File: src/rtl/fifo_simple_dp_ram_pkg.sv
// Shared defaults and width helpers for the simple dual-port RAM FIFO.
package fifo_simple_dp_ram_pkg;

  localparam int DEFAULT_FIFO_DEPTH         = 32;
  localparam int DEFAULT_FIFO_DATA_WIDTH    = 8;
  localparam int DEFAULT_ALMOST_FULL_DEPTH  = 3;
  localparam int DEFAULT_ALMOST_EMPTY_DEPTH = 3;

  function automatic int ptr_width(input int depth);
    return $clog2(depth);
  endfunction

  // One extra bit so a completely full FIFO is distinguishable from empty.
  function automatic int cnt_width(input int depth);
    return $clog2(depth) + 1;
  endfunction

endpackage

File: src/rtl/fifo_dp_ram.sv
// Simple dual-port RAM: one write port, one registered read port, same clock.
module fifo_dp_ram
  import fifo_simple_dp_ram_pkg::*;
#(
  parameter int DEPTH  = DEFAULT_FIFO_DEPTH,
  parameter int WIDTH  = DEFAULT_FIFO_DATA_WIDTH,
  parameter int ADDR_W = ptr_width(DEPTH)
) (
  input  logic              clk,
  input  logic              reset,
  input  logic              we,
  input  logic [ADDR_W-1:0] waddr,
  input  logic [WIDTH-1:0]  wdata,
  input  logic              re,
  input  logic [ADDR_W-1:0] raddr,
  output logic [WIDTH-1:0]  rdata
);

  logic [WIDTH-1:0] mem [DEPTH];
  logic [WIDTH-1:0] rdata_q;
  logic [WIDTH-1:0] rdata_d;

  always_ff @(posedge clk) begin
    if (we) mem[waddr] <= wdata;
  end

  // Read-before-write: a same-address write on this edge is not visible yet.
  always_comb begin
    rdata_d = rdata_q;
    if (re) rdata_d = mem[raddr];
  end

  always_ff @(posedge clk or negedge reset) begin
    if (!reset) rdata_q <= '0;
    else        rdata_q <= rdata_d;
  end

  assign rdata = rdata_q;

endmodule

File: src/rtl/fifo_simple_dp_ram.sv
// FIFO over a simple dual-port RAM with count-decoded flags.
// Optional sticky overflow/underflow outputs: define FIFO_SIMPLE_DP_RAM_ERR_EN.
module fifo_simple_dp_ram
  import fifo_simple_dp_ram_pkg::*;
#(
  parameter int FIFO_DEPTH         = DEFAULT_FIFO_DEPTH,
  parameter int FIFO_DATA_WIDTH    = DEFAULT_FIFO_DATA_WIDTH,
  parameter int ALMOST_FULL_DEPTH  = DEFAULT_ALMOST_FULL_DEPTH,
  parameter int ALMOST_EMPTY_DEPTH = DEFAULT_ALMOST_EMPTY_DEPTH
) (
  input  logic                       clk,
  input  logic                       reset,
  input  logic                       write,
  input  logic                       read,
  input  logic [FIFO_DATA_WIDTH-1:0] write_data,
  output logic [FIFO_DATA_WIDTH-1:0] read_data,
  output logic                       empty,
  output logic                       full,
  output logic                       almost_empty,
  output logic                       almost_full
`ifdef FIFO_SIMPLE_DP_RAM_ERR_EN
  ,
  output logic                       overflow,
  output logic                       underflow
`endif
);

  localparam int PTR_W = ptr_width(FIFO_DEPTH);
  localparam int CNT_W = cnt_width(FIFO_DEPTH);

  logic [PTR_W-1:0] wr_ptr_q, wr_ptr_d;
  logic [PTR_W-1:0] rd_ptr_q, rd_ptr_d;
  logic [CNT_W-1:0] count_q, count_d;
  logic             wr_accept;
  logic             rd_accept;

  assign empty        = (count_q == '0);
  assign full         = (count_q == CNT_W'(FIFO_DEPTH));
  assign almost_empty = (count_q <= CNT_W'(ALMOST_EMPTY_DEPTH));
  assign almost_full  = (count_q >= CNT_W'(FIFO_DEPTH - ALMOST_FULL_DEPTH));

  // When full, a concurrent read frees the slot the write lands in.
  assign wr_accept = write && (!full || read);
  assign rd_accept = read && !empty;

  always_comb begin
    wr_ptr_d = wr_ptr_q;
    rd_ptr_d = rd_ptr_q;
    count_d  = count_q;
    if (wr_accept) wr_ptr_d = wr_ptr_q + 1'b1;
    if (rd_accept) rd_ptr_d = rd_ptr_q + 1'b1;
    case ({wr_accept, rd_accept})
      2'b10:   count_d = count_q + 1'b1;
      2'b01:   count_d = count_q - 1'b1;
      default: count_d = count_q;
    endcase
  end

  always_ff @(posedge clk or negedge reset) begin
    if (!reset) begin
      wr_ptr_q <= '0;
      rd_ptr_q <= '0;
      count_q  <= '0;
    end else begin
      wr_ptr_q <= wr_ptr_d;
      rd_ptr_q <= rd_ptr_d;
      count_q  <= count_d;
    end
  end

  fifo_dp_ram #(
    .DEPTH  (FIFO_DEPTH),
    .WIDTH  (FIFO_DATA_WIDTH),
    .ADDR_W (PTR_W)
  ) u_ram (
    .clk   (clk),
    .reset (reset),
    .we    (wr_accept),
    .waddr (wr_ptr_q),
    .wdata (write_data),
    .re    (rd_accept),
    .raddr (rd_ptr_q),
    .rdata (read_data)
  );

`ifdef FIFO_SIMPLE_DP_RAM_ERR_EN
  logic overflow_q, overflow_d;
  logic underflow_q, underflow_d;

  always_comb begin
    overflow_d  = overflow_q  || (write && !wr_accept);
    underflow_d = underflow_q || (read && !rd_accept);
  end

  always_ff @(posedge clk or negedge reset) begin
    if (!reset) begin
      overflow_q  <= 1'b0;
      underflow_q <= 1'b0;
    end else begin
      overflow_q  <= overflow_d;
      underflow_q <= underflow_d;
    end
  end

  assign overflow  = overflow_q;
  assign underflow = underflow_q;
`endif

endmodule

File: config.mk
export PLATFORM = sky130hd
export DESIGN_NAME = fifo_simple_dp_ram
export DESIGN_NICKNAME = d
export VERILOG_FILES = /design/src/rtl/fifo_simple_dp_ram_pkg.sv /design/src/rtl/fifo_dp_ram.sv /design/src/rtl/fifo_simple_dp_ram.sv
export SDC_FILE = /design/constraint.sdc
export NUM_CORES = 1
export LEC_CHECK = 0
export CORE_MARGIN = 2
export CORE_UTILIZATION = 55
export DETAILED_ROUTE_END_ITERATION = 16
export PLACE_DENSITY = 0.72
export SLEW_MARGIN = 5
export SYNTH_ARGS = -nofsm -noshare
export SYNTH_HDL_FRONTEND = slang
export SYNTH_SLANG_ARGS = --single-unit
File: constraint.sdc
create_clock -name clk -period 5.5 [get_ports clk]
set_input_delay 0.55 -clock clk [delete_from_list [all_inputs] [get_ports clk]]
set_output_delay 0.55 -clock clk [all_outputs]
set_load 0.05 [all_outputs]
Yosys cells after proc, flatten, opt, wreduce, memory -nomap -nowiden. Memory sizes are Yosys's and may differ from the RTL's. A register that Yosys moved wholly into a read port is not among the register bits. Cells that the tools add are included.

Bits in registers: 16. RAM bits: 256. Output and inout bits: 12. Memories: 1.

$add $sub $neg: 4. Magnitude comparators: 2. Eq/ne operators: 3. Multiplexer cells: 3. Reductions and logical operators: 8.

Memory list: u_ram.mem (depth 32, bits a word 8, rd ports 1, clocked after memory_dff 1, wr ports 1, line fifo_dp_ram.sv:19) `logic [WIDTH-1:0] mem [DEPTH];`.

Operator list (count): 6-bit one-hot mux with 2 select lines (1); 5-bit by 1-bit adder with 5-bit output (second input constant) (2); 6-bit by 1-bit adder with 6-bit output (second input constant) (1); 6-bit equality test (second input constant) (1); 6-bit by 5-bit greater-or-equal comparator with 1-bit output (second input constant) (1); 6-bit by 2-bit less-or-equal comparator with 1-bit output (second input constant) (1); 6-bit logical NOT (1); 6-bit by 1-bit subtractor with 6-bit output (second input constant) (1); 1-bit logical NOT (3); 2-bit by 1-bit equality test with 1-bit output (second input constant) (1); 2-bit equality test (second input constant) (1); 1-bit logical AND (2); 1-bit two-way mux (2); 2-bit nonzero test (1); 1-bit logical OR (1).

Logic depth before layout (Yosys ltp). Gate-level depths: netlist of the first run.

Depth in word-level cells: 6. Mapped depth: 12.

By module. From an unflattened synthesis of the first run, not the netlist that was laid out.

Cell total of the unflattened synthesis: 678. Area, all modules: 11377.2 µm².

By module, submodules not included: fifo_dp_ram (instances 1, cells each 591, area each 10421.2 µm², seq. area each 7887.6 µm²); fifo_simple_dp_ram (instances 1, cells each 87, area each 955.9 µm², seq. area each 400.4 µm²).

Worst setup path before layout of the first run. OpenSTA, ideal clock, no wires.

Path kind: reg2reg. From: register count_q[3]. To: register count_q[5]. Setup time: 0.079 ns. Arrival: 3.365 ns. Slack: 2.056 ns. Cell stages (with the launch flop): 12. Period minus slack after synthesis: 3.444 ns. Cell sequence: dfrtp_1 > nor4_2 > nand2_1 > nand2_1 > inv_2 > ha_1 > ha_1 > a21o_1 > a21oi_1 > or4_1 > nand3_1 > xor2_1.

RTL lines: start: declaration (line fifo_simple_dp_ram.sv:33) `logic [CNT_W-1:0] count_q, count_d;`; start signal: assignment (line fifo_simple_dp_ram.sv:67) `count_q <= count_d;`; 6-bit logical NOT (*) (line fifo_simple_dp_ram.sv:37) `assign empty = (count_q == '0);`; 1-bit logical NOT (*) (line fifo_simple_dp_ram.sv:44) `assign rd_accept = read && !empty;`; 1-bit logical AND (*) (line fifo_simple_dp_ram.sv:44); via rd_accept (line fifo_simple_dp_ram.sv:35) `logic rd_accept;`; 2-bit by 1-bit equality test with 1-bit output or 2-bit equality test (tied branches) (line fifo_simple_dp_ram.sv:52) `case ({wr_accept, rd_accept})`; 6-bit one-hot mux with 2 select lines or 2-bit nonzero test (tied branches).

The timed path passes the listed nets; every way through them passes the cells marked *. A chain may end at the register's enable or synchronous reset.

Worst setup path in the final report of the first run. Same ends and word-level chain as after synthesis.

==> results of run 1 <==
## worst max path at each step
stage / start / endpoint / slack [ps] / cells past startpoint
4_1_cts: count_q[3] / count_q[5] / 2210 / 11
6_report: count_q[3] / count_q[5] / 2200 / 11
5_1_grt: count_q[3] / count_q[5] / 2030 / 11
3_3_place_gp: read / count_q[5] / 2270 / 10
2_1_floorplan: count_q[3] / count_q[5] / 2060 / 11
3_5_place_dp: read / count_q[5] / 2130 / 10
## layer usage
| metal | part of all wire (%) | wire, um | vias up | track usage (%) |
|---|---|---|---|---|
| met5 | 0 | 0 | - | 0 |
| met4 | 2.0 | 463 | 0 | 6.70 |
| met3 | 5.6 | 1280 | 30 | 3.04 |
| met2 | 51 | 11800 | 202 | 36.7 |
| met1 | 41 | 9490 | 3050 | 30.1 |
| li1 | - | - | 2569 | - |
## metrics by stage
stage | area, um^2 | cells | util (%) | hold slack [ps]
floorplan | 11200 | 626 | - | 254
global placement | 11700 | 897 | 58.1 | 516
detailed placement | 11700 | 897 | 58.1 | 520
CTS | 12600 | 947 | 62.6 | 531
global route | 12600 | 947 | 62.6 | 572
finish | 12600 | 947 | 62.6 | 534
## layout by cell type (no fill, tap or decap), types with 3 or more instances in the layout
| cell type | count |
|---|---|
| clkdlybuf4s50_1 | 23 |
| nand3b_1 | 3 |
| mux2i_1 | 49 |
| o21ai_0 | 9 |
| ha_1 | 10 |
| clkinv_2 | 5 |
| clkbuf_16 | 29 |
| buf_4 | 8 |
| a211oi_2 | 7 |
| nand4_1 | 3 |
| nor2_1 | 52 |
| a22o_1 | 7 |
| o22ai_1 | 15 |
| o21ai_1 | 7 |
| nand2_1 | 19 |
| edfxtp_1 | 256 |
| nor3_1 | 7 |
| inv_1 | 12 |
| mux4_2 | 36 |
| nand3_1 | 6 |
| nor2b_1 | 3 |
| xor2_1 | 4 |
| a221oi_1 | 7 |
| a21oi_1 | 9 |
| a22oi_1 | 14 |
| a41oi_1 | 7 |
| clkbuf_1 | 9 |
| xnor2_1 | 8 |
| dfrtp_1 | 22 |
| clkbuf_8 | 3 |
## sequential cells by signal, indices dropped and copies added (netlist names)
| register | flops |
|---|---|
| count_q | 6 |
| u_ram.mem | 256 |
| u_ram.rdata | 8 |
| wr_ptr_q | 5 |
| rd_ptr_q | 5 |
## report_power, final
group	switching, W	internal (W)
sequential	0.000326	0.00253
clock	0.000745	0.00110
combinational	0.00103	0.000758
total	0.00210	0.00439
## logic make-up after synthesis
logic type                 after synthesis  share of synthesized area (%)
DFF                                    280                           73.8
and+or+nand+nor                        108                           4.58
AOI/OAI and AO/OA                       87                           5.73
muxes                                   85                           11.6
buffers and inverters                   43                           2.05
xor gates and xnor gates                12                          0.936
adders and majority gates               11                           1.29
## cell type report
class                      count  area [um^2]  share of cell area [%]
sequential                   280         8290                    65.9
multi-input combinational    303         2710                    21.5
clock buffer                  41          801                    6.37
tap                          270          338                    2.69
timing repair buffer          31          290                    2.31
clock inverter                 9         97.6                   0.776
inverter                      13         48.8                   0.388
==> metrics.csv, run 1 <==
stage;metric;value;unit
worst_setup_path;startpoint_type;flop;
sta;setup_violations;0;
pwr;power;0.00649;W
die;core;20100;um^2
clock_network;cts_hold_repair.buffers;0;
worst_setup_path;crit_path_end_kind;flop;
routing;drt_pass1_iterations;5;
synth;synth_cell_types;49;
sta;period_minus_slack;3300;ps
worst_setup_path;worstPathArrival;3760;ps
synth;yosys-top-cells-area;edfxtp_1 (68%), mux4_2 (7.2%), dfrtp_1 (5.3%), mux2i_1 (4.4%), nor2_1 (1.7%);
global_route;grt_max_degree;55;
die;dieArea;21600;um^2
worst_setup_path;r2r_end;count_q[5];
die;placement_rows;52;
sta;slew-limit-headroom;11.9;%
sta;min_period_over_period;60.1;%
synth;synth_top_cell_by_area;edfxtp_1;
worst_setup_path;regToRegSetupSlack;2200;ps
placed_design;io_buffers;23;
layout;layout-drive-gt1-share;14.9;%
worst_setup_path;path_class;flop to flop;
synth;netlist.area_leader.share;68.5;%
sta;fin_tns_setup;0;ps
clock_network;numCtsBuffers;28;
pwr;power.leakage;4.18;nW
run;drv_cap;0;
worst_setup_path;crit_path_max_incr_delay;500;ps
global_route;antenna_found_initial;0;
global_route;first_global_vias;5997;
layout;num_antenna_cells;0;
global_route;grt_first_pass_wirelength;35300;um
synth;syn_area_per_cell;17.9;um^2
synth;yosysWarningCount;0;
outcome;outcome;complete, no violations;
synth;synth_nets;649;
sta;finalHoldViolations;0;
clock_network;cts_num_sinks;280;
placed_design;post-place-ws;2130;ps
worst_hold_path;min_path_cells;1;
placed_design;dp_hpwl;14400;um
synth;synth_seq_area_share;73.8;%
routing;vias_per_cell;6.18;
synth;synthArstFlopShare;8.57;%
clock_network;cts_resized;0;
die;die_h;147;um
sta;clock.fmax;303;MHz
clock_network;cts.clk_slew.worst_paths;60;ps
pwr;ir_worst_vdd;406;uV
worst_hold_path;hold_class;flop to flop;
worst_setup_path;cp.required;5960;ps
worst_hold_path;hold_start;count_q[0];
worst_setup_path;crit_path_top_delay_cell;or4_1;
routing;drcViolationCount;0;
die;start_util;55.8;%
routing;antenna_left;0;
synth;ys_ff_latch;280;
sta;drv_slew;0;
global_route;gr-usage-all-layers;21.8;%
worst_setup_path;critical_path.max_fanout;16;
pwr;powerDensity;516;nW/um^2
worst_setup_path;path_buf_inv;1;
routing;drt_iter0_drc;434;
clock_network;cts_tree;yes;
layout;area_growth;12.0;%
synth;synth_edf_count;256;
clock_network;clockBufferDepth;3;
worst_setup_path;r2r-start;count_q[3];
die;io_pins;24;
synth;syn_area;11200;um^2
routing;wirelength;23000;um
layout;fin_nets;680;
synth;synth_flop_cell;edfxtp_1;
worst_setup_path;reg2regPathDepth;11;
routing;route.vias.total;5851;
die;fp.dieW;147;um
sta;skew;15.0;ps
sta;rsz0062_at_grt;no;
sta;tightest_slew;1320;ps
global_route;gr-total-overflow;0;
synth;synthTopCellsByCount;edfxtp_1 (256), nor2_1 (52), mux2i_1 (49), mux4_2 (36), dfrtp_1 (24);
clock_network;cts_setup_buffers;0;
clock_network;clk_latency;540;ps
synth;postSynthCellCount;626;
clock_network;htreeDepth;1;
routing;routedWlPerCell;24.3;um
worst_setup_path;crit_chain;nor4_2 -> nand2_1 -> nand2_1 -> inv_2 -> ha_1 -> ha_1 -> a21o_1 -> a21oi_1 -> or4_1 -> nand3_1 -> xor2_1;
sta;worst_slack;2200;ps
synth;yosysMostFrequentCell;edfxtp_1;
layout;nFillCells;1396;
placed_design;globalplace.congestion;0.859;
worst_setup_path;critical_path.top_delay_family;simple AND/OR/NAND/NOR gates;
worst_hold_path;holdPathEnd;count_q[0];
clock_network;cts-root-buf;clkbuf_16;
No activity file was read; power rests on OpenSTA's default activity.
==> run 2: changes to the inputs <==
==> constraint.sdc (replaced) <==
create_clock -name clk -period 3.4 [get_ports clk]
set_input_delay 0.34 -clock clk [delete_from_list [all_inputs] [get_ports clk]]
set_output_delay 0.34 -clock clk [all_outputs]
set_load 0.05 [all_outputs]
==> metrics.csv, run 2 (same netlist as run 1, synthesis figures left out) <==
stage;metric;value;unit
routing;wirelength;23200;um
clock_network;cts_tree;yes;
global_route;grt_first_pass_wirelength;35900;um
placed_design;dp_hpwl;14500;um
routing;drcViolationCount;0;
routing;drt_iter0_drc;531;
pwr;power;0.0109;W
placed_design;dpl_cell_area;11900;um^2
worst_setup_path;critical_path.max_fanout;9;
clock_network;cts_resized;0;
pwr;powerDensity;850;nW/um^2
placed_design;io_buffers;23;
layout;fin_nets;701;
global_route;grt_max_degree;38;
global_route;gr-usage-all-layers;22.2;%
sta;skew;16.2;ps
die;fp.dieW;147;um
placed_design;post-place-ws;465;ps
die;start_util;55.8;%
worst_setup_path;cp.required;3860;ps
sta;slew-limit-headroom;21.6;%
clock_network;htreeDepth;1;
clock_network;cts.clk_slew.worst_paths;70;ps
routing;antenna_left;0;
worst_setup_path;startpoint_type;flop;
global_route;antenna_found_initial;0;
die;die_h;147;um
sta;clock.fmax;353;MHz
run;drv_cap;0;
pwr;ir_worst_vdd;560;uV
pwr;power.leakage;4.33;nW
clock_network;clk_latency;540;ps
die;dieArea;21600;um^2
layout;area_growth;14.5;%
layout;final_core_util;63.9;%
placed_design;globalplace.congestion;0.867;
routing;routedWlPerCell;24.0;um
sta;setup_violations;0;
clock_network;cts_setup_buffers;0;
sta;worst_slack;565;ps
layout;final_common_cell;edfxtp_1;
clock_network;cts-root-buf;clkbuf_16;
routing;vias_per_cell;6.02;
die;placement_rows;52;
die;core;20100;um^2
global_route;gr-total-overflow;0;
layout;layout-drive-gt1-share;17.6;%
die;io_pins;24;
clock_network;clockBufferDepth;3;
layout;num_antenna_cells;0;
sta;fin_tns_setup;0;ps
global_route;first_global_vias;6060;
worst_setup_path;worstPathArrival;3300;ps
worst_setup_path;crit_path_end_kind;flop;
layout;top_register;u_ram.mem;
sta;period_minus_slack;2840;ps
outcome;outcome;complete, no violations;
sta;tightest_slew;1170;ps
routing;drt_pass1_iterations;5;
worst_hold_path;hold_class;input port to asynchronous set/reset pin;
clock_network;cts_num_sinks;280;
sta;drv_slew;0;
clock_network;cts_hold_repair.buffers;0;
clock_network;numCtsBuffers;28;
layout;final_cell_area;12900;um^2
layout;final_cell_mix;edfxtp_1 (256), nor2_1 (52), mux2i_1 (49);
sta;rsz0062_at_grt;no;
layout;largest_reg_flops;256;
routing;route.vias.total;5820;
worst_setup_path;path_class;flop to flop;
sta;min_period_over_period;83.4;%
sta;finalHoldViolations;0;
==> run 2: critical path: stages (launching register included) <==
cell	delay (ps)
dfrtp_1	470
nor4_4	300
nand2_1	110
nand2_1	130
inv_2	100
ha_1	320
ha_1	320
a21o_1	120
a21oi_1	110
or4_1	490
nand3_1	130
xor2_1	160
==> run 2: final timing paths <==
path                                     start  slack (ps)              to  depth (start not counted)
worst max-delay path                count_q[2]         560      count_q[5]                         11
worst max register to register      count_q[2]         560      count_q[5]                         11
worst min-delay path                     reset         420      count_q[2]                          1
min in group clk                u_ram.rdata[6]         520  u_ram.rdata[6]                          1
max in group asynchronous                reset        2130     rd_ptr_q[0]                          1
worst min register to register  u_ram.rdata[6]         520  u_ram.rdata[6]                          1
==> run 2: area by class of cell <==
type                    count  area, um^2
flip-flops and latches    280        8290
fillers                  1350        7250
multi-input cells         303        2720
clock buffers              33         741
repair buffers             52         460
well taps                 270         338
clock inverters            16         253
inverters                  13        48.8
==> run 2: metrics by stage <==
step                      hold WS, ps  std cells
after floorplan                  44.4        626
after global placement            518        918
after detailed placement          493        918
after CTS                         445        967
after global routing              494        967
final                             422        967
==> run 2: where the power goes <==
group	leakage [nW]	switching (W)	total, W	internal [W]
logic	1.26	0.00180	0.00310	0.00129
clock network	0.483	0.00123	0.00330	0.00207
registers	2.59	0.000422	0.00452	0.00410
==> run 2: per-layer routing <==
metal  vias up  share of wire (%)  track usage, %
met5         -                  0               0
met4         0                2.0            5.49
met3        36                7.4            3.51
met2       214                 50            37.3
met1      2966                 41            30.9
li1       2604                  -               -
==> run 3: changes to the inputs <==
--- a/config.mk
+++ b/config.mk
@@ -8,7 +8,7 @@
 export CORE_MARGIN = 2
 export CORE_UTILIZATION = 55
 export DETAILED_ROUTE_END_ITERATION = 16
-export PLACE_DENSITY = 0.72
+export PLACE_DENSITY = 0.75
 export SLEW_MARGIN = 5
 export SYNTH_ARGS = -nofsm -noshare
 export SYNTH_HDL_FRONTEND = slang
==> constraint.sdc (replaced) <==
create_clock -name clk -period 2.6 [get_ports clk]
set_input_delay 0.26 -clock clk [delete_from_list [all_inputs] [get_ports clk]]
set_output_delay 0.26 -clock clk [all_outputs]
set_load 0.05 [all_outputs]
==> metrics.csv, run 3 (same netlist as run 1, synthesis figures left out) <==
stage;metric;value;unit
layout;num_antenna_cells;0;
pwr;powerDensity;1090;nW/um^2
routing;route.vias.total;6073;
worst_setup_path;crit_chain;nor4_4 -> nand2_1 -> nand2_2 -> inv_4 -> ha_4 -> ha_4 -> a21o_1 -> a21oi_2 -> or4_1 -> nand3_1 -> xor2_1;
die;fp.dieW;147;um
layout;nFillCells;1299;
routing;drcViolationCount;0;
global_route;antenna_found_initial;0;
routing;wirelength;24200;um
routing;drt_pass1_iterations;5;
layout;largest_reg_flops;256;
worst_setup_path;crit_path_end_kind;flop;
run;drv_cap;0;
worst_setup_path;worstPathArrival;2960;ps
worst_setup_path;crit_path_top_delay_cell;dfrtp_2;
clock_network;cts_hold_repair.buffers;0;
clock_network;cts.clk_slew.worst_paths;70;ps
sta;finalHoldViolations;0;
global_route;grt_max_degree;33;
die;start_util;55.8;%
layout;final_core_util;65.7;%
clock_network;cts_num_sinks;280;
clock_network;clockBufferDepth;3;
sta;rsz0062_at_grt;yes;
global_route;gr-total-overflow;0;
worst_setup_path;path_class;flop to flop;
routing;antenna_left;0;
worst_setup_path;crit_path_max_incr_delay;460;ps
placed_design;globalplace.congestion;0.890;
global_route;gr-usage-all-layers;22.9;%
placed_design;dpl_cell_area;12200;um^2
sta;period_minus_slack;2500;ps
layout;area_growth;17.7;%
layout;final_cell_area;13200;um^2
clock_network;clk_latency;530;ps
clock_network;htreeDepth;1;
worst_setup_path;path_buf_inv;1;
layout;fin_nets;734;
sta;setup_violations;0;
clock_network;cts_tree;yes;
die;die_h;147;um
layout;final_common_cell;edfxtp_1;
pwr;ir_worst_vdd;656;uV
worst_hold_path;hold_class;input port to asynchronous set/reset pin;
sta;min_period_over_period;96.2;%
sta;skew;15.9;ps
clock_network;cts_setup_buffers;0;
pwr;power.leakage;4.54;nW
worst_setup_path;critical_path.top_delay_family;simple AND/OR/NAND/NOR gates;
worst_setup_path;cp.required;3060;ps
layout;layout-drive-gt1-share;23.3;%
die;placement_rows;52;
outcome;outcome;complete, no violations;
sta;clock.fmax;400;MHz
placed_design;io_buffers;23;
sta;fin_tns_setup;0;ps
die;dieArea;21600;um^2
worst_setup_path;crit_top_cell;ha_4;
die;io_pins;24;
sta;holdWs;173;ps
layout;final_cell_mix;edfxtp_1 (256), buf_4 (58), nor2_1 (52);
clock_network;cts-root-buf;clkbuf_16;
die;core;20100;um^2
sta;tightest_slew;826;ps
worst_setup_path;critical_path.max_fanout;9;
routing;drt_iter0_drc;535;
sta;slew-limit-headroom;44.9;%
routing;vias_per_cell;6.07;
layout;top_register;u_ram.mem;
placed_design;dp_hpwl;15000;um
sta;drv_slew;0;
global_route;grt_first_pass_wirelength;37100;um
worst_setup_path;startpoint_type;flop;
pwr;power;0.0145;W
routing;routedWlPerCell;24.2;um
clock_network;numCtsBuffers;27;
clock_network;cts_resized;0;
global_route;first_global_vias;6414;
==> run 3: cell count changes in the layout (fill, tap and decap cells not counted), sizes merged, moves of 2 or more <==
| cell | previous run | this run |
|---|---|---|
| buf | 29 | 63 |
| clkdlybuf4s50 | 23 | 21 |
| clkinv | 8 | 5 |
| clkinvlp | 1 | 3 |
| dlymetal6s2s | 0 | 2 |
==> run 3: final timing paths <==
check | start | end | slack [ps] | cells past startpoint
hold reg to reg | u_ram.rdata[6] | u_ram.rdata[6] | 540 | 1
min in group clk | read | rd_ptr_q[0] | 530 | 4
setup / recovery | count_q[4] | count_q[5] | 100 | 11
max in group asynchronous | reset | u_ram.rdata[6] | 1800 | 2
setup reg to reg | count_q[4] | count_q[5] | 100 | 11
hold / removal | reset | rd_ptr_q[0] | 170 | 1
==> run 3: layer usage <==
| metal | wire length [um] | vias up | global-route usage (%) |
|---|---|---|---|
| met3 | 1730 | 41 | 4.04 |
| met5 | 0 | - | 0 |
| met2 | 12200 | 271 | 38.7 |
| li1 | - | 2668 | - |
| met4 | 458 | 0 | 6.31 |
| met1 | 9830 | 3093 | 31.3 |
==> run 3: stage by stage <==
stage,instances,setup WS [ps]
floorplan,626,-254
global placement,952,166
detailed placement,952,14.7
CTS,1001,5.99
global route,1001,-51.8
finish,1001,97.7
==> run 3: power by group <==
group          internal (W)  switching [W]
clock               0.00258        0.00165
combinational       0.00192        0.00235
sequential          0.00536       0.000606
==> run 3: final cells by class <==
| type | instances | area, um^2 | share of cell area [%] |
|---|---|---|---|
| sequential | 280 | 8300 | 62.8 |
| clock buffer | 34 | 722 | 5.46 |
| multi-input combinational | 303 | 2790 | 21.1 |
| timing repair buffer | 86 | 771 | 5.83 |
| inverter | 13 | 51.3 | 0.388 |
| clock inverter | 15 | 251 | 1.90 |
| tap | 270 | 338 | 2.56 |
